File: src/rtl/sdc_pkg.sv
// Shared types and default timing for the SDC close sequencer.
package sdc_pkg;

    localparam int SEQ_STATE_W = 3;

    typedef enum logic [SEQ_STATE_W-1:0] {
        IDLE     = 3'd0,
        PRECHECK = 3'd1,
        ARMED    = 3'd2,
        CLOSED   = 3'd3,
        OPEN     = 3'd4
    } seq_state_e;

    localparam int HB_TIMEOUT_DEF    = 50000;
    localparam int WD_HALF_DEF       = 500;
    localparam int READY_SETTLE_DEF  = 16;
    localparam int CLOSE_TIMEOUT_DEF = 20000;

    // Bits needed to hold 0..n-1, never less than one.
    function automatic int cnt_width(input int n);
        return (n > 1) ? $clog2(n) : 1;
    endfunction

endpackage

File: src/rtl/sdc_hb_monitor.sv
// Heartbeat supervision, watchdog-healthy level and external watchdog kick.
module sdc_hb_monitor
    import sdc_pkg::*;
#(
    parameter int HB_TIMEOUT = HB_TIMEOUT_DEF,
    parameter int WD_HALF    = WD_HALF_DEF
) (
    input  logic clk,
    input  logic rst,
    input  logic heartbeat_i,
    input  logic fsm_open_i,
    output logic hb_ok_o,
    output logic watchdog_o,
    output logic wd_kick_o
);

    localparam int                HB_W     = cnt_width(HB_TIMEOUT + 1);
    localparam logic [HB_W-1:0]   HB_LIMIT = HB_W'(HB_TIMEOUT);
    localparam int                WD_W     = cnt_width(WD_HALF);
    localparam logic [WD_W-1:0]   WD_LAST  = WD_W'(WD_HALF - 1);

    logic [HB_W-1:0] hb_cnt_q;
    logic            hb_ok_q;
    logic            watchdog_q;
    logic [WD_W-1:0] wd_cnt_q;
    logic            wd_kick_q;

    // Heartbeat age counter; a pulse on the limit cycle still keeps hb_ok.
    always_ff @(posedge clk) begin
        if (rst) begin
            hb_cnt_q <= '0;
            hb_ok_q  <= 1'b0;
        end else if (heartbeat_i) begin
            hb_cnt_q <= '0;
            hb_ok_q  <= 1'b1;
        end else if (hb_cnt_q == HB_LIMIT) begin
            hb_ok_q  <= 1'b0;
        end else begin
            hb_cnt_q <= hb_cnt_q + 1'b1;
        end
    end

    // Watchdog level drops when the heartbeat is lost or the SDC is opened.
    always_ff @(posedge clk) begin
        if (rst) watchdog_q <= 1'b0;
        else     watchdog_q <= hb_ok_q && !fsm_open_i;
    end

    // Square wave for the external watchdog, frozen low while unhealthy.
    always_ff @(posedge clk) begin
        if (rst || !watchdog_q) begin
            wd_cnt_q  <= '0;
            wd_kick_q <= 1'b0;
        end else if (wd_cnt_q == WD_LAST) begin
            wd_cnt_q  <= '0;
            wd_kick_q <= ~wd_kick_q;
        end else begin
            wd_cnt_q  <= wd_cnt_q + 1'b1;
        end
    end

    assign hb_ok_o    = hb_ok_q;
    assign watchdog_o = watchdog_q;
    assign wd_kick_o  = wd_kick_q;

endmodule

File: src/rtl/sdc_close_sequencer.sv
// SDC close sequencer: arms and closes the shutdown circuit for autonomous
// operation and opens it on any fault.
//
//   state    | meaning
//   IDLE     | waiting for mission selection with a healthy heartbeat
//   PRECHECK | waiting for SDC ready to stay high long enough
//   ARMED    | close requested, waiting for relay feedback
//   CLOSED   | SDC closed, supervising feedback, ready and mission
//   OPEN     | fault, terminal until reset
module sdc_close_sequencer
    import sdc_pkg::*;
#(
    parameter int HB_TIMEOUT    = HB_TIMEOUT_DEF,
    parameter int WD_HALF       = WD_HALF_DEF,
    parameter int READY_SETTLE  = READY_SETTLE_DEF,
    parameter int CLOSE_TIMEOUT = CLOSE_TIMEOUT_DEF
) (
    input  logic                   clk,
    input  logic                   Power_on_Reset,
    input  logic                   as_mission_selected,
    input  logic                   as_heartbeat,
    input  logic                   as_emergency,
    input  logic                   sdc_is_ready,
    input  logic                   sdc_relais_fb,
    output logic                   AS_close_SDC,
    output logic                   Watchdog,
    output logic                   wd_kick,
    output logic [SEQ_STATE_W-1:0] seq_state,
    output logic                   sdc_fault,
    output logic                   close_timeout
);

    localparam int               SET_W     = cnt_width(READY_SETTLE);
    localparam logic [SET_W-1:0] SET_LAST  = SET_W'(READY_SETTLE - 1);
    localparam int               CLS_W     = cnt_width(CLOSE_TIMEOUT);
    localparam logic [CLS_W-1:0] CLS_LAST  = CLS_W'(CLOSE_TIMEOUT - 1);

    seq_state_e       state_q, state_d;
    logic             timeout_set_d;
    logic             close_q, fault_q, timeout_q;
    logic [SET_W-1:0] settle_cnt_q;
    logic [CLS_W-1:0] close_cnt_q;
    logic             hb_ok;

    sdc_hb_monitor #(
        .HB_TIMEOUT (HB_TIMEOUT),
        .WD_HALF    (WD_HALF)
    ) u_hb_monitor (
        .clk         (clk),
        .rst         (Power_on_Reset),
        .heartbeat_i (as_heartbeat),
        .fsm_open_i  (state_q == OPEN),
        .hb_ok_o     (hb_ok),
        .watchdog_o  (Watchdog),
        .wd_kick_o   (wd_kick)
    );

    // Next-state decode; abort beats every other exit, feedback beats timeout.
    always_comb begin
        state_d       = state_q;
        timeout_set_d = 1'b0;
        case (state_q)
            IDLE: begin
                if (as_mission_selected && hb_ok) state_d = PRECHECK;
            end
            PRECHECK: begin
                if (as_emergency || !hb_ok)              state_d = OPEN;
                else if (!as_mission_selected)           state_d = IDLE;
                else if (sdc_is_ready && settle_cnt_q == SET_LAST)
                                                         state_d = ARMED;
            end
            ARMED: begin
                if (as_emergency || !hb_ok)      state_d = OPEN;
                else if (sdc_relais_fb)          state_d = CLOSED;
                else if (close_cnt_q == CLS_LAST) begin
                    state_d       = OPEN;
                    timeout_set_d = 1'b1;
                end
            end
            CLOSED: begin
                if (as_emergency || !hb_ok || !sdc_relais_fb ||
                    !sdc_is_ready || !as_mission_selected)
                    state_d = OPEN;
            end
            OPEN:    state_d = OPEN;
            default: state_d = OPEN;
        endcase
    end

    // State, registered outputs and the settle/close timers.
    always_ff @(posedge clk) begin
        if (Power_on_Reset) begin
            state_q      <= IDLE;
            close_q      <= 1'b0;
            fault_q      <= 1'b0;
            timeout_q    <= 1'b0;
            settle_cnt_q <= '0;
            close_cnt_q  <= '0;
        end else begin
            state_q   <= state_d;
            close_q   <= (state_d == ARMED) || (state_d == CLOSED);
            fault_q   <= (state_d == OPEN);
            timeout_q <= timeout_q | timeout_set_d;
            if (state_q == PRECHECK && state_d == PRECHECK && sdc_is_ready)
                settle_cnt_q <= settle_cnt_q + 1'b1;
            else
                settle_cnt_q <= '0;
            if (state_q == ARMED && state_d == ARMED)
                close_cnt_q <= close_cnt_q + 1'b1;
            else
                close_cnt_q <= '0;
        end
    end

    assign seq_state     = state_q;
    assign AS_close_SDC  = close_q;
    assign sdc_fault     = fault_q;
    assign close_timeout = timeout_q;

endmodule

File: config.mk
export PLATFORM = sky130hd
export DESIGN_NAME = sdc_close_sequencer
export DESIGN_NICKNAME = d
export VERILOG_FILES = /design/src/rtl/sdc_pkg.sv /design/src/rtl/sdc_hb_monitor.sv /design/src/rtl/sdc_close_sequencer.sv
export SDC_FILE = /design/constraint.sdc
export NUM_CORES = 1
export LEC_CHECK = 0
export ABC_AREA = 1
export CORE_MARGIN = 1.5
export CORE_UTILIZATION = 35
export DETAILED_ROUTE_END_ITERATION = 16
export GPL_TIMING_DRIVEN = 0
export SLEW_MARGIN = 40
export SYNTH_ARGS = -nofsm -noshare
export SYNTH_HDL_FRONTEND = slang
export SYNTH_SLANG_ARGS = --single-unit
File: constraint.sdc
create_clock -name clk -period 2.4 [get_ports clk]
set_input_delay 0.48 -clock clk [delete_from_list [all_inputs] [get_ports clk]]
set_output_delay 0.48 -clock clk [all_outputs]
set_load 0.02 [all_outputs]
==> summary.txt <==
STATUS
-------------------------------------------------------------------------------------
Run status ............................................................. finished clean

ROUTING
-------------------------------------------------------------------------------------
Initial DRC count ......................................................           47
Drt total wl ...........................................................      4831 um
Vias per inst ..........................................................        4.613
Average wire length per cell after detail routing ......................     10.28 um
Number of detailed-route iterations in the first pass ..................            4
Via count ..............................................................         2168
Remaining antenna violation count after routing ........................            0
DRC viols ..............................................................            0

POWER AND IR DROP
-------------------------------------------------------------------------------------
PwrDens ................................................................ 534.6 nW/um2
Overall power of the completed layout ..................................      1572 uW
IR Drop Worst-Case VDD .................................................  0.0003191 V
Static Leak ............................................................  0.001056 uW

YOSYS
-------------------------------------------------------------------------------------
Area share of the largest cell type after synthesis ....................       41.37%
Sequential cell area fraction in the yosys report ......................       41.37%
Count of cell types in the netlist .....................................           29
Net count after synthesis ..............................................          361
Count of synthesis-stage warnings from yosys ...........................            0
Mean cell area of the mapped netlist ...................................    7.349 um2
Summed instance area of the synthesized netlist ........................     2565 um2
Cells taking the most area after synthesis ............................. dfxtp_1, nor2_1, nand2_1
Total of flip-flops plus latches after synthesis .......................           53
Top cell type by total area after synthesis ............................      dfxtp_1
Number of cells produced by synthesis ..................................          349

CRITICAL PATH
-------------------------------------------------------------------------------------
Critical Path Fanout Max ...............................................            6
Total buffers and inverters traversed by the critical path .............            1
Worst path cell trace .................................................. clkdlybuf4s50_1
R2r startpoint ......................................................... close_cnt_q[0]
Dominant delay contributor by cell family on the critical path ......... buffers and inverters
CP Data Arrival Time ...................................................      1.43 ns
Critical setup path kind ............................................... flop to primary output
Worst EP required ......................................................      1.92 ns
Crit. End Element ...................................................... primary output
Startpoint of the worst setup timing path .............................. seq_state[2]
Slowest stage delay, CP ................................................      0.65 ns
Slowest stage cell, crit path .......................................... clkdlybuf4s50_1
Worst setup SP type ....................................................         flop

FLOORPLANNING
-------------------------------------------------------------------------------------
Floorplan die height ...................................................     88.61 um
I/O pin count ..........................................................           15
Total core area ........................................................     7176 um2
Starting density of the core ...........................................       35.75%
Die area ...............................................................     7851 um2
Horizontal die dimension ...............................................     88.61 um
FP Rows ................................................................           31

PLACE
-------------------------------------------------------------------------------------
Post-place setup slack .................................................    0.3434 ns
Number of buffer cells added on primary ports ..........................           14
Estimated wirelength of the detail-placed design .......................      3716 um
Routability-driven placement congestion ratio ..........................       0.8558

STA
-------------------------------------------------------------------------------------
Period minus WS final ..................................................     1.907 ns
Worst-case headroom to the max-slew limit ..............................       69.75%
Slew at the pin closest to its max-slew limit ..........................    0.4508 ns
Setup WS post-layout ...................................................    0.4933 ns
Final number of hold-violating endpoints ...............................            0
Worst clock skew on the final layout ...................................   0.01108 ns
Accumulated negative setup slack .......................................         0 ns
Count of final setup violators .........................................            0
RSZ-0062 raised after global routing ...................................           no
Final Slew Violations ..................................................            0
Final critical-path share of the clock period ..........................       79.45%
F_max ..................................................................   0.5245 GHz

WORST HOLD PATH
-------------------------------------------------------------------------------------
Class of the tightest hold or removal check ............................ flop to flop
Origin of the worst min-delay path ..................................... u_hb_monitor.wd_cnt_q[0]

FINAL LAYOUT
-------------------------------------------------------------------------------------
Share of cells above drive strength 1 ..................................       8.356%
Number of antenna repair diodes ........................................            0
Commonest non-fill, non-tap cell in the layout .........................       nor2_1
Final core utilization .................................................       40.98%
Synthesis-to-finish area growth ........................................       14.63%
Number of nets in the layout ...........................................          382
Most frequent cells in the layout ...................................... nor2_1, nand2_1, dfxtp_1, inv_1, nand3_1

CLOCK TREE
-------------------------------------------------------------------------------------
Clock latency on the worst-skew pair ...................................      0.31 ns
H-tree levels ..........................................................            2
Hold-fix buffer count after cts ........................................            0
Clock buffers created by TritonCTS .....................................            5
Clock-pin slew of the registers on the worst-case setup and hold paths .      0.10 ns
Clock tree from TritonCTS ..............................................          yes
Deepest clock path buffer count ........................................            2
Clock root buffer ......................................................     clkbuf_8
Number of clock sinks ..................................................           53
Post-CTS setup repair buffer count .....................................            0
PostCTS Resize Cnt .....................................................            0

GLOBAL ROUTING
-------------------------------------------------------------------------------------
Vias in the first global route .........................................         1973
Total congestion overflow after global routing .........................            0
Pin count of the biggest net entering global routing ...................           17
Initial antenna violation count ........................................            0
Tot GR Track Use .......................................................       13.63%
Global-route wire length before repair .................................      8314 um

RUN
-------------------------------------------------------------------------------------
Total of max-cap violations ............................................            0

-- registers in the layout, summed over array words and instances (netlist names) --
name                     cells
u_hb_monitor.hb_cnt_q       16
close_cnt_q                 15
u_hb_monitor.wd_cnt_q        9
settle_cnt_q                 4
seq_state                    3
AS_close_SDC                 1
close_timeout                1
sdc_fault                    1
u_hb_monitor.hb_ok_o         1
u_hb_monitor.watchdog_o      1
u_hb_monitor.wd_kick_o       1
-- routing by layer --
metal | vias to the layer above | GRT usage, % | part of all wire (%)
met4 | 0 | 5.540 | 1.8
met3 | 8 | 3.358 | 3.2
met1 | 967 | 17.08 | 49
met2 | 27 | 22.48 | 46
met5 | - | 0 | 0
li1 | 1166 | - | -
-- path summary, 6_finish.rpt --
kind	endpoint	slack, ns	cells past startpoint
worst min-delay path	u_hb_monitor.wd_cnt_q[0]	0.45	1
worst max register to register	close_cnt_q[9]	0.78	9
worst max-delay path	seq_state[2]	0.49	1
worst min register to register	u_hb_monitor.wd_cnt_q[0]	0.45	1
-- stage by stage --
| stage | hold WS [ns] | instances | cell area, um2 |
|---|---|---|---|
| floorplan | 0.4176 | 349 | 2565 |
| global placement | 0.4252 | 462 | 2829 |
| detailed placement | 0.4413 | 462 | 2829 |
| CTS | 0.4602 | 470 | 2940 |
| global route | 0.4748 | 470 | 2940 |
| finish | 0.4538 | 470 | 2940 |
-- final cells by class --
cell class / count / area (um2)
repair buffers: 14 / 140.1
multi-input cells: 241 / 1282
well taps: 99 / 123.9
fillers: 761 / 4235
clock buffers: 6 / 72.57
clock inverters: 2 / 38.79
flip-flops and latches: 53 / 1061
plain buffers: 3 / 26.28
inverters: 52 / 195.2
-- cell families (layout without fill, tap and decap cells) --
logic type | count (synthesis) | in the layout | share of synthesized area (%)
AO/OA/AOI/OAI | 36 | 36 | 7.707
XOR/XNOR | 14 | 14 | 4.781
adder cells (fa/ha/maj) | 5 | 5 | 2.439
buffers and inverters | 55 | 77 | 8.634
flip-flops | 53 | 53 | 41.37
AND/OR/NAND/NOR | 186 | 186 | 35.07
-- power breakdown --
| part | internal, uW | switching [uW] |
|---|---|---|
| clock | 314 | 301 |
| combinational | 27.5 | 35.9 |
| sequential | 887 | 7.36 |
-- Yosys cell counts, drive strengths merged --
cell type	count
ha	5
o21a	4
xnor2	3
nand3	26
buf	2
dfxtp	53
nand3b	1
a21oi	14
a31oi	2
xor2	11
o21ai	14
or2	1
nor2	61
nand4	12
nand2	58
nor3	26
nor3b	1
a211oi	1
inv	52
clkbuf	1
o21bai	1
Power figures use the tool's default switching activity.
